**src/rtl/note_sequencer.sv**
```systemverilog
// Music-box note sequencer: walks a note ROM address through a song, timing each note as
// (rom_dur+1)*TICK_DIV clocks, with play/pause/stop control, optional looping and end strobe.
module note_sequencer #(
   parameter int TICK_DIV = 6000000,
   parameter int ADDR_W   = 5,
   parameter int SONG_LEN = 25,
   parameter int DUR_W    = 3,
   parameter int CNT_W    = 24
) (
   input  logic              clk,
   input  logic              rst,
   input  logic              cmd_play,
   input  logic              cmd_pause,
   input  logic              cmd_stop,
   input  logic              loop_en,
   input  logic [DUR_W-1:0]  rom_dur,
   output logic [ADDR_W-1:0] rom_addr,
   output logic              note_start,
   output logic              playing,
   output logic              paused,
   output logic              done,
   output logic [CNT_W-1:0]  tick_cnt
);

   typedef enum logic [1:0] {S_IDLE, S_PLAY, S_PAUSE} state_t;

   localparam logic [CNT_W-1:0]  TICK_LAST = CNT_W'(TICK_DIV - 1);
   localparam logic [ADDR_W-1:0] ADDR_LAST = ADDR_W'(SONG_LEN - 1);

   state_t              state_reg, state_next;
   logic [ADDR_W-1:0]   addr_reg, addr_next;
   logic [CNT_W-1:0]    tick_reg, tick_next;
   logic [DUR_W-1:0]    unit_reg, unit_next;
   logic                note_start_reg, note_start_next;
   logic                playing_reg, playing_next;
   logic                paused_reg, paused_next;
   logic                done_reg, done_next;
   logic                note_end;
   logic                last_note;

   assign note_end  = (tick_reg == TICK_LAST) && (unit_reg == rom_dur);
   assign last_note = (addr_reg == ADDR_LAST);

   always_ff @(posedge clk) begin
      if (rst) begin
         state_reg      <= S_IDLE;
         addr_reg       <= '0;
         tick_reg       <= '0;
         unit_reg       <= '0;
         note_start_reg <= 1'b0;
         playing_reg    <= 1'b0;
         paused_reg     <= 1'b0;
         done_reg       <= 1'b0;
      end else begin
         state_reg      <= state_next;
         addr_reg       <= addr_next;
         tick_reg       <= tick_next;
         unit_reg       <= unit_next;
         note_start_reg <= note_start_next;
         playing_reg    <= playing_next;
         paused_reg     <= paused_next;
         done_reg       <= done_next;
      end
   end

   // cmd_play while already playing is a no-op that still outranks a simultaneous pause
   always_comb begin
      state_next = state_reg;
      if (cmd_stop) begin
         state_next = S_IDLE;
      end else begin
         case (state_reg)
            S_IDLE:  if (cmd_play) state_next = S_PLAY;
            S_PLAY: begin
               if (cmd_pause && !cmd_play)
                  state_next = S_PAUSE;
               else if (note_end && last_note && !loop_en)
                  state_next = S_IDLE;
            end
            S_PAUSE: if (cmd_play) state_next = S_PLAY;
            default: state_next = S_IDLE;
         endcase
      end
   end

   always_comb begin
      addr_next       = addr_reg;
      tick_next       = tick_reg;
      unit_next       = unit_reg;
      note_start_next = 1'b0;
      done_next       = 1'b0;
      playing_next    = (state_next == S_PLAY);
      paused_next     = (state_next == S_PAUSE);
      if (state_next == S_IDLE) begin
         addr_next = '0;
         tick_next = '0;
         unit_next = '0;
         done_next = (state_reg == S_PLAY) && !cmd_stop;
      end else if (state_reg == S_IDLE) begin
         addr_next       = '0;
         tick_next       = '0;
         unit_next       = '0;
         note_start_next = 1'b1;
      end else if (state_reg == S_PLAY && state_next == S_PLAY) begin
         if (note_end) begin
            tick_next       = '0;
            unit_next       = '0;
            note_start_next = 1'b1;
            addr_next       = last_note ? '0 : addr_reg + ADDR_W'(1);
         end else if (tick_reg == TICK_LAST) begin
            tick_next = '0;
            unit_next = unit_reg + DUR_W'(1);
         end else begin
            tick_next = tick_reg + CNT_W'(1);
         end
      end
   end

   assign rom_addr   = addr_reg;
   assign tick_cnt   = tick_reg;
   assign note_start = note_start_reg;
   assign playing    = playing_reg;
   assign paused     = paused_reg;
   assign done       = done_reg;

endmodule

```
**config.mk**
```make
export PLATFORM = sky130hd
export DESIGN_NAME = note_sequencer
export DESIGN_NICKNAME = d
export VERILOG_FILES = /design/src/rtl/note_sequencer.sv
export SDC_FILE = /design/constraint.sdc
export NUM_CORES = 1
export LEC_CHECK = 0
export ABC_AREA = 1
export CAP_MARGIN = 20
export CELL_PAD_IN_SITES_DETAIL_PLACEMENT = 1
export CELL_PAD_IN_SITES_GLOBAL_PLACEMENT = 1
export CORE_MARGIN = 2
export CORE_UTILIZATION = 38
export DETAILED_ROUTE_END_ITERATION = 10
export PLACE_DENSITY_LB_ADDON = 0.1
export SYNTH_ARGS = -nofsm -noshare
export SYNTH_HDL_FRONTEND = slang
export SYNTH_SLANG_ARGS = --single-unit
```
**constraint.sdc**
```tcl
create_clock -name clk -period 2.3 [get_ports clk]
set_clock_uncertainty 0.05 [all_clocks]
set_input_delay 0.575 -clock clk [delete_from_list [all_inputs] [get_ports clk]]
set_output_delay 0.575 -clock clk [all_outputs]
set_load 0.01 [all_outputs]
```
==> results of run 1 <==
-- synth_stat cells, types with 2 or more instances --
cell,instances
nand2_1,106
nor2_1,57
inv_1,39
dfxtp_1,38
nand4_1,22
a21oi_1,19
nand3_1,18
xor2_1,14
a21oi_2,13
nor3_1,8
buf_6,6
or2_2,6
buf_2,4
ha_1,4
nor4_1,4
o21ai_0,4
xnor2_1,4
nand2_2,3
nand3_4,3
clkbuf_1,2
inv_2,2
nor2_2,2
-- per-layer routing --
| layer | share of wire [%] | vias to the layer above | track usage (%) |
|---|---|---|---|
| met4 | 1.2 | 0 | 6.35 |
| met2 | 47 | 69 | 39.6 |
| met3 | 5.1 | 7 | 3.56 |
| met5 | 0 | - | 0 |
| met1 | 47 | 1278 | 32.6 |
| li1 | - | 1349 | - |
-- kinds of logic (layout without fill, tap and decap cells) --
family | after synthesis | in the layout
AO/OA/AOI/OAI | 37 | 37
XOR/XNOR | 18 | 18
AND/OR/NAND/NOR | 234 | 234
flip-flops | 38 | 38
adder cells (fa/ha/maj) | 4 | 4
buffers and inverters | 55 | 113
-- per-stage QoR --
step | hold WS (ns) | std cells | TNS, ns | setup WS [ns]
after floorplan | 0.423 | 386 | 0 | 0.348
after global placement | 0.449 | 513 | -0.329 | -0.0533
after detailed placement | 0.467 | 513 | -2.38 | -0.0930
after CTS | 0.482 | 521 | 0 | 0.204
after global routing | 0.505 | 521 | 0 | 0.0237
final | 0.474 | 521 | 0 | 0.220
-- final timing paths --
path	start	cells after the start	slack [ns]	endpoint
max	tick_cnt[1]	11	0.22	rom_addr[2]
min	rom_addr[0]	2	0.47	rom_addr[0]
max reg2reg	tick_cnt[1]	11	0.22	rom_addr[2]
min reg2reg	rom_addr[0]	2	0.47	rom_addr[0]
-- worst reg2reg max path: cells and delay by family, from the launching register on --
family,cells,cell delay (ns)
adders and majority gates,1,0.24
and+or+nand+nor,7,0.95
buffers and inverters,1,0.12
AOI/OAI and AO/OA,2,0.26
DFF,1,0.40
-- layout make-up --
class | count | area share (%)
Clock inverter | 1 | 0.154
Multi-Input combinational cell | 293 | 47.2
Timing Repair Buffer | 63 | 18.8
Sequential cell | 38 | 23.4
Clock buffer | 7 | 2.65
Tap cell | 77 | 2.96
Inverter | 42 | 4.85
-- power by group --
part | total (uW) | switching [uW] | internal [uW]
logic | 90.6 | 48.5 | 42.2
clock network | 508 | 265 | 243
registers | 661 | 1.17 | 660
==> out/metrics.cfg, run 1 <==
[synth]
syn_inst=386
synth_area_leaders=dfxtp_1 (30%), nand2_1 (16%), nor2_1 (8.4%)
syn_area_per_cell_um2=6.61
syn-cell-area_um2=2550
async_flop_share_pct=0
synth_cell_type_count=30
synth_xor_xnor_area_share_pct=6.18
synth_top_area_cell=dfxtp_1
synthSimpleGateAreaFrac_pct=42.0
synthMuxAreaShare_pct=0
synth-seq-cells=38
synth_nets=399
ys_warn_count=0
yosys.area_share.adder_pct=1.96
synth_edf_count=0
synth_compound_area_share_pct=10.0
synth_top_area_share_pct=29.8
synth_top_family_by_area=simple AND/OR/NAND/NOR gates
yosysSeqAreaShare_pct=29.8
synth_ff_type=dfxtp_1

[sta]
finalMaxSlewViolations=0
rsz0062_at_grt=no
slew_headroom_pct=75.7
fmax_ghz=0.481
tightest_slew_ns=0.362
fin_crit_ns=2.08
setup_violations=0
hold_violations=0
post-route-period-util_pct=90.5

[placed_design]
dp_hpwl_um=6470
io_buffers=41
gp_congestion=0.944
placed_area_um2=3160

[floorplanning]
coreArea_um2=6420
num_rows=29
die_w_um=86.0
dieArea_um2=7390
chipHeight_um=86.0
initial_core_util_pct=39.7
io_pins=42

[finish]
largest_reg_flops=24
n_antenna_cell=0
final_cell_mix=nand2_1 (106), nor2_1 (57), clkdlybuf4s50_1 (41), inv_1 (39), dfxtp_1 (38)
area_delta_synth_final_pct=27.5
fillers=848
multiInputGateArea_um2=1530
final_common_cell=nand2_1
drive_gt1_share_pct=14.0
final_area_um2=3250
final_nets=456
fin_util_pct=50.7
ff_latch_area_um2=761

[worst_setup_path]
worstPathBufferInverterCount=1
cpMaxStageDelayCell=dfxtp_1
cp_max_fo=10
path_cells=ha_1 > nand3_4 > inv_2 > nand3_2 > nor2_2 > nand2_1 > nor2_2 > o2111ai_4 > nor2_1 > a21oi_1 > nor2_1
cp_top_family=simple AND/OR/NAND/NOR gates
critPathMaxStageDelay_ns=0.40
arrival_ns=2.27
crit_required_ns=2.49
endpoint_kind=flop
crit_type=reg -> reg
crit_path_start_kind=flop

[hold_path]
hold_path.class=reg -> reg

[power_and_ir_drop]
p_leak_uw=0.00113
ir_worst_vdd_uv=221
p_per_area_nw_per_um2=387
p_total_uw=1260

[clock_tree]
clock-sinks=38
cts_resized=0
clock_latency_ns=0.30
cts.htree.levels=2
cts_inserted_buffers=5
cts_max_path_buffers=2
holdBufCountCts=0
root_buffer=clkbuf_8
post-cts-setup-buffer-count=0
cts.clk_slew.worst_paths_ns=0.09
cts_tree=built

[routing]
drt_iter0_drc=160
drt-wirelength-per-cell_um=16.0
postRouteAntennaNets=0
num_vias=2703
drc=0
vias_per_cell=5.19
routed_wl_um=8340
drtPass1Iterations=4

[grt]
grt_pass1_vias=2691
overflow=0
grtUsageTotal_pct=24.0
grt_pass1_wl_um=13700
grt_max_degree=17
antenna_found_initial=0

[run]
maxCapViolCount=0

[run_status]
status=finished clean

Power figures use the tool's default switching activity.
==> run 2: changes to the inputs <==
GPL_TIMING_DRIVEN = 0   (was default)
==> run 2 against run 1 <==
  * Fmax shrank 4.0%
  * Clock power fell by 11%
  * Sequential power about the same
  * Power decreased by 5.2%
  * Critical path type is now in -> reg
  * Largest cell class unchanged
==> out/metrics.cfg, run 2 (same netlist as run 1, synthesis figures left out) <==
[run_status]
status=finished clean

[placed_design]
dp_hpwl_um=5950  ; -8.1%
post-place-ws_ns=-0.274  ; -0.181 ns
placed_area_um2=3060  ; -3.2%
gp_congestion=0.858  ; -9.1%
io_buffers=41  ; unchanged

[power_and_ir_drop]
p_clk_share_pct=37.9  ; -2.4 points
seq_power_share_pct=55.3  ; +2.8 points
p_int_uw=900  ; -4.8%
p_total_uw=1190  ; -5.2%
p_leak_uw=0.00107  ; -5.4%
p_switching_uw=295  ; -6.3%
p_per_area_nw_per_um2=374  ; -3.4%
switching_share_pct=24.7  ; -0.30 points
p_comb_share_pct=6.9  ; -0.3 points
ir_worst_vdd_uv=230  ; +4.0%

[sta]
fmax_ghz=0.461  ; -4.0%
setup_violations=0  ; unchanged
fin_crit_ns=2.17  ; +0.0870 ns
tightest_slew_ns=0.623  ; +0.261 ns
finalWorstSetupSlack_ns=0.133  ; -0.0870 ns
post-route-period-util_pct=94.2  ; +3.8 points
tns_ns=0  ; unchanged
finalMaxSlewViolations=0  ; unchanged
hold_violations=0  ; unchanged
slew_headroom_pct=58.5  ; -17 points

[finish]
final_nets=450  ; -1.3%
drive_gt1_share_pct=12.8  ; -1.1 points
n_antenna_cell=0  ; unchanged
final_area_um2=3190  ; -1.8%
fillers=832  ; -1.9%
largest_reg_flops=24  ; unchanged
final_cell_mix=nand2_1 (106), nor2_1 (56), clkdlybuf4s50_1 (41), inv_1 (39), dfxtp_1 (36)
area_delta_synth_final_pct=25.1
final_common_cell=nand2_1

[clock_tree]
cts.htree.levels=2  ; unchanged
clock_latency_ns=0.29  ; about the same
cts_tree=built
cts_max_path_buffers=2  ; unchanged
cts.clk_slew.worst_paths_ns=0.07  ; -0.02 ns
cts_inserted_buffers=5  ; unchanged
clock-sinks=38  ; unchanged
root_buffer=clkbuf_8

[routing]
vias_per_cell=5.26  ; +1.4%
drt_iter0_drc=126  ; -21%
drt-wirelength-per-cell_um=15.8  ; -1.4%
drtPass1Iterations=4  ; unchanged
postRouteAntennaNets=0  ; unchanged
drc=0  ; unchanged
num_vias=2705  ; +0.074%
routed_wl_um=8110  ; -2.8%

[worst_setup_path]
endpoint_kind=flop
arrival_ns=2.34  ; +0.07 ns
crit_path_start_kind=input pin
crit_required_ns=2.47  ; -0.02 ns
cp_max_fo=6  ; -4
crit_type=in -> reg

[floorplanning]
chipHeight_um=86.0  ; unchanged
num_rows=29  ; unchanged
dieArea_um2=7390  ; unchanged
io_pins=42  ; unchanged
die_w_um=86.0  ; unchanged
initial_core_util_pct=39.7  ; unchanged
coreArea_um2=6420  ; unchanged

[grt]
antenna_found_initial=0  ; unchanged
grt_pass1_vias=2644  ; -1.7%
grtUsageTotal_pct=22.5  ; -1.5 points
grt_pass1_wl_um=13200  ; -4.3%
grt_max_degree=11  ; -6
overflow=0  ; unchanged

[hold_path]
hold_path.class=reg -> reg

[run]
maxCapViolCount=0  ; unchanged

-- run 2: cell types whose count changed in the layout (fill, tap and decap cells not counted), sizes merged --
cell and delta:
clkinv -1, buf -10, nand3 +1, clkbuf +3
-- run 2: power groups by stage --
stage	Clock, uW	Combinational (uW)	Sequential, uW
after floorplan	0	42.0	678
after global placement	0	74.7	677
after detailed placement	0	76.1	677
after CTS	469	76.7	662
after global routing	497	88.6	661
final	452	81.9	660
-- run 2: timing repair --
item                       CTS  global route
cloned                       0             1
gates resized for setup      2             7
hold buffers                 0             0
setup buffers                0             2
setup endpoints to repair   31            31
pin swaps                    0             0
-- run 2: area by class of cell --
class | count | area [um^2] | area share (%)
buffer | 13 | 100 | 3.13
multi-input combinational | 294 | 1570 | 49.1
clock buffer | 7 | 76.3 | 2.39
timing repair buffer | 43 | 425 | 13.3
tap | 77 | 96.3 | 3.02
inverter | 42 | 163 | 5.09
sequential | 38 | 766 | 24.0
-- run 2: layer usage --
layer	routed length (um)	up-vias	global-route usage [%]
met2	3530	54	34.9
met5	0	-	0
li1	-	1345	-
met4	70	0	5.19
met3	361	7	2.98
met1	4150	1299	33.0
-- run 2: final timing paths --
check               from           to  slack, ns  cells after the start
max           rom_dur[0]  tick_cnt[1]       0.13                     14
min          rom_addr[0]  rom_addr[0]       0.48                      2
max reg2reg  tick_cnt[1]  tick_cnt[1]       0.16                     14
min reg2reg  rom_addr[0]  rom_addr[0]       0.48                      2
-- run 2: metrics by stage --
stage	util [%]	hold slack (ns)	instances
floorplan	-	0.423	386
global placement	47.6	0.439	504
detailed placement	47.6	0.458	504
CTS	49.0	0.471	511
global route	49.7	0.493	514
finish	49.7	0.477	514
-- run 2: worst max-delay path: stages --
cell             delay [ns]
clkdlybuf4s50_1        0.49
nand2_1                0.06
nand2_1                0.06
nand2_1                0.08
nor2_2                 0.13
nand4_1                0.12
nand2_2                0.13
nand2_4                0.09
nand3_4                0.15
inv_6                  0.05
buf_4                  0.13
nand2_1                0.04
o21ai_0                0.09
nor2_1                 0.12
==> run 3: changes to the inputs <==
CORE_ASPECT_RATIO = 0.8   (was default)
REMOVE_ABC_BUFFERS = 1   (was default)
==> run 3 against run 2 <==
  * Sequential share of layout area is 0.93 points lower
  * Combinational power is 31% higher
  * First-iteration DRC count is 54% higher
  * Hold slack worse by 0.0073 ns
==> out/metrics.cfg, run 3 (same netlist as run 1, synthesis figures left out) <==
[power_and_ir_drop]
p_per_area_nw_per_um2=455  ; +22%
p_leak_uw=0.00109  ; +1.7%
p_total_uw=1510  ; +26%
ir_worst_vdd_uv=341  ; +48%

[finish]
drive_gt1_share_pct=13.6  ; +0.75 points
fillers=851  ; +2.3%
largest_reg_flops=24  ; unchanged
n_antenna_cell=0  ; unchanged
final_nets=447  ; -0.67%
final_cell_mix=nand2_1 (106), nor2_1 (56), clkdlybuf4s50_1 (41), inv_1 (39), dfxtp_1 (36)
final_common_cell=nand2_1
area_delta_synth_final_pct=29.7

[worst_setup_path]
crit_path_frequent_cell=nand2_1
path_cells=clkdlybuf4s50_1 > nand2_1 > nand2_1 > nand2_1 > nor2_4 > nand4_1 > nand2_2 > nand2_4 > nand2_2 > nand2_4 > nand3_4 > buf_4 > a21oi_2
endpoint_kind=flop
cp_top_family=simple AND/OR/NAND/NOR gates
worstPathBufferInverterCount=2  ; -1
critPathMaxStageDelay_ns=0.48  ; about the same
crit_type=in -> reg
crit_required_ns=2.45  ; -0.02 ns
cp_max_fo=5  ; -1
cpMaxStageDelayCell=clkdlybuf4s50_1
arrival_ns=2.40  ; +0.06 ns
crit_path_start_kind=input pin

[clock_tree]
cts.clk_slew.worst_paths_ns=0.08  ; about the same
clock-sinks=38  ; unchanged
cts_tree=built
cts_inserted_buffers=5  ; unchanged
holdBufCountCts=0  ; unchanged
cts.htree.levels=2  ; unchanged
cts_max_path_buffers=2  ; unchanged
root_buffer=clkbuf_8
clock_latency_ns=0.30  ; about the same

[routing]
num_vias=2716  ; +0.41%
postRouteAntennaNets=0  ; unchanged
drc=0  ; unchanged
routed_wl_um=8870  ; +9.3%
drtPass1Iterations=4  ; unchanged
drt_iter0_drc=194  ; +54%
vias_per_cell=5.23  ; -0.56%
drt-wirelength-per-cell_um=17.1  ; +8.3%

[floorplanning]
num_rows=26  ; -10%
coreArea_um2=6440  ; +0.29%
initial_core_util_pct=39.6  ; -0.12 points
die_w_um=95.6  ; +11%
io_pins=42  ; unchanged
dieArea_um2=7390  ; about the same
chipHeight_um=77.3  ; -10%

[sta]
hold_violations=0  ; unchanged
fmax_ghz=0.445  ; -3.5%
finalMaxSlewViolations=0  ; unchanged
post-route-period-util_pct=97.7  ; +3.5 points
setup_violations=0  ; unchanged
tightest_slew_ns=0.480  ; -0.143 ns
fin_crit_ns=2.25  ; +0.0798 ns
slew_headroom_pct=67.9  ; +9.4 points
tns_ns=0  ; unchanged

[grt]
grtUsageTotal_pct=23.5  ; +0.96 points
grt_pass1_vias=2561  ; -3.1%
antenna_found_initial=0  ; unchanged
grt_pass1_wl_um=13300  ; +1.5%
grt_max_degree=17  ; +6
overflow=0  ; unchanged

[placed_design]
dp_hpwl_um=5790  ; -2.7%
gp_congestion=0.927  ; +8.0%
io_buffers=41  ; unchanged

[run]
maxCapViolCount=0  ; unchanged

[hold_path]
hold_path.class=reg -> reg

[run_status]
status=finished clean

-- run 3: changes by cell type in the layout (fill, tap and decap cells not counted), sizes merged --
cell and delta:
bufinv +2, clkbuf -4, nand3 +2, buf -2
-- run 3: timing repair --
| action | 4_1_cts | 5_1_grt |
|---|---|---|
| pin swaps | 0 | 6 |
| setup endpoints to repair | 32 | 32 |
| gates resized for setup | 6 | 11 |
| setup buffers | 0 | 10 |
| cloned | 2 | 1 |
-- run 3: final cells by class --
| type | count | area, um^2 | area share (%) |
|---|---|---|---|
| multi-input cells | 296 | 1620 | 48.9 |
| flip-flops and latches | 38 | 763 | 23.1 |
| inverters | 42 | 165 | 4.99 |
| repair buffers | 51 | 514 | 15.5 |
| clock buffers | 6 | 82.6 | 2.49 |
| clock inverters | 2 | 60.1 | 1.81 |
| well taps | 84 | 105 | 3.17 |
-- run 3: final timing paths --
path	from	endpoint	slack [ns]	cells past startpoint
setup reg to reg	tick_cnt[0]	tick_cnt[19]	0.10	13
setup / recovery	rom_dur[0]	tick_cnt[19]	0.05	13
hold reg to reg	tick_cnt[23]	tick_cnt[23]	0.47	2
hold / removal	tick_cnt[23]	tick_cnt[23]	0.47	2
-- run 3: report_power, final --
group | internal (uW) | switching [uW]
clock network | 463 | 273
registers | 660 | 1.41
logic | 41.6 | 65.7
total | 1170 | 340
-- run 3: through the flow --
stage | cells | hold WS, ns | instance area, um^2 | utilization [%] | setup slack [ns]
2_1_floorplan | 373 | 0.426 | 2450 | - | 0.246
3_3_place_gp | 498 | 0.440 | 2970 | 46.1 | -0.424
3_5_place_dp | 498 | 0.445 | 2970 | 46.1 | -0.506
4_1_cts | 508 | 0.456 | 3160 | 49.0 | 0.0255
5_1_grt | 519 | 0.501 | 3310 | 51.4 | -0.0179
6_report | 519 | 0.470 | 3310 | 51.4 | 0.0528
-- run 3: metal layers --
layer,part of all wire [%],vias up,track usage [%]
met1,49,1303,35.2
li1,-,1347,-
met3,4.8,9,3.54
met5,0,-,0
met4,1.3,0,5.57
met2,45,57,34.9
-- run 3: worst reg2reg max path: stages (launching register included) --
cell     delay, ns
dfxtp_2       0.41
ha_4          0.22
nand3_4       0.15
inv_2         0.12
nand3_2       0.07
nor2_2        0.13
nand4_1       0.13
nand2_2       0.13
nand2_4       0.09
nand2_2       0.12
nand2_4       0.12
nand3_4       0.14
buf_4         0.18
a21oi_2       0.04
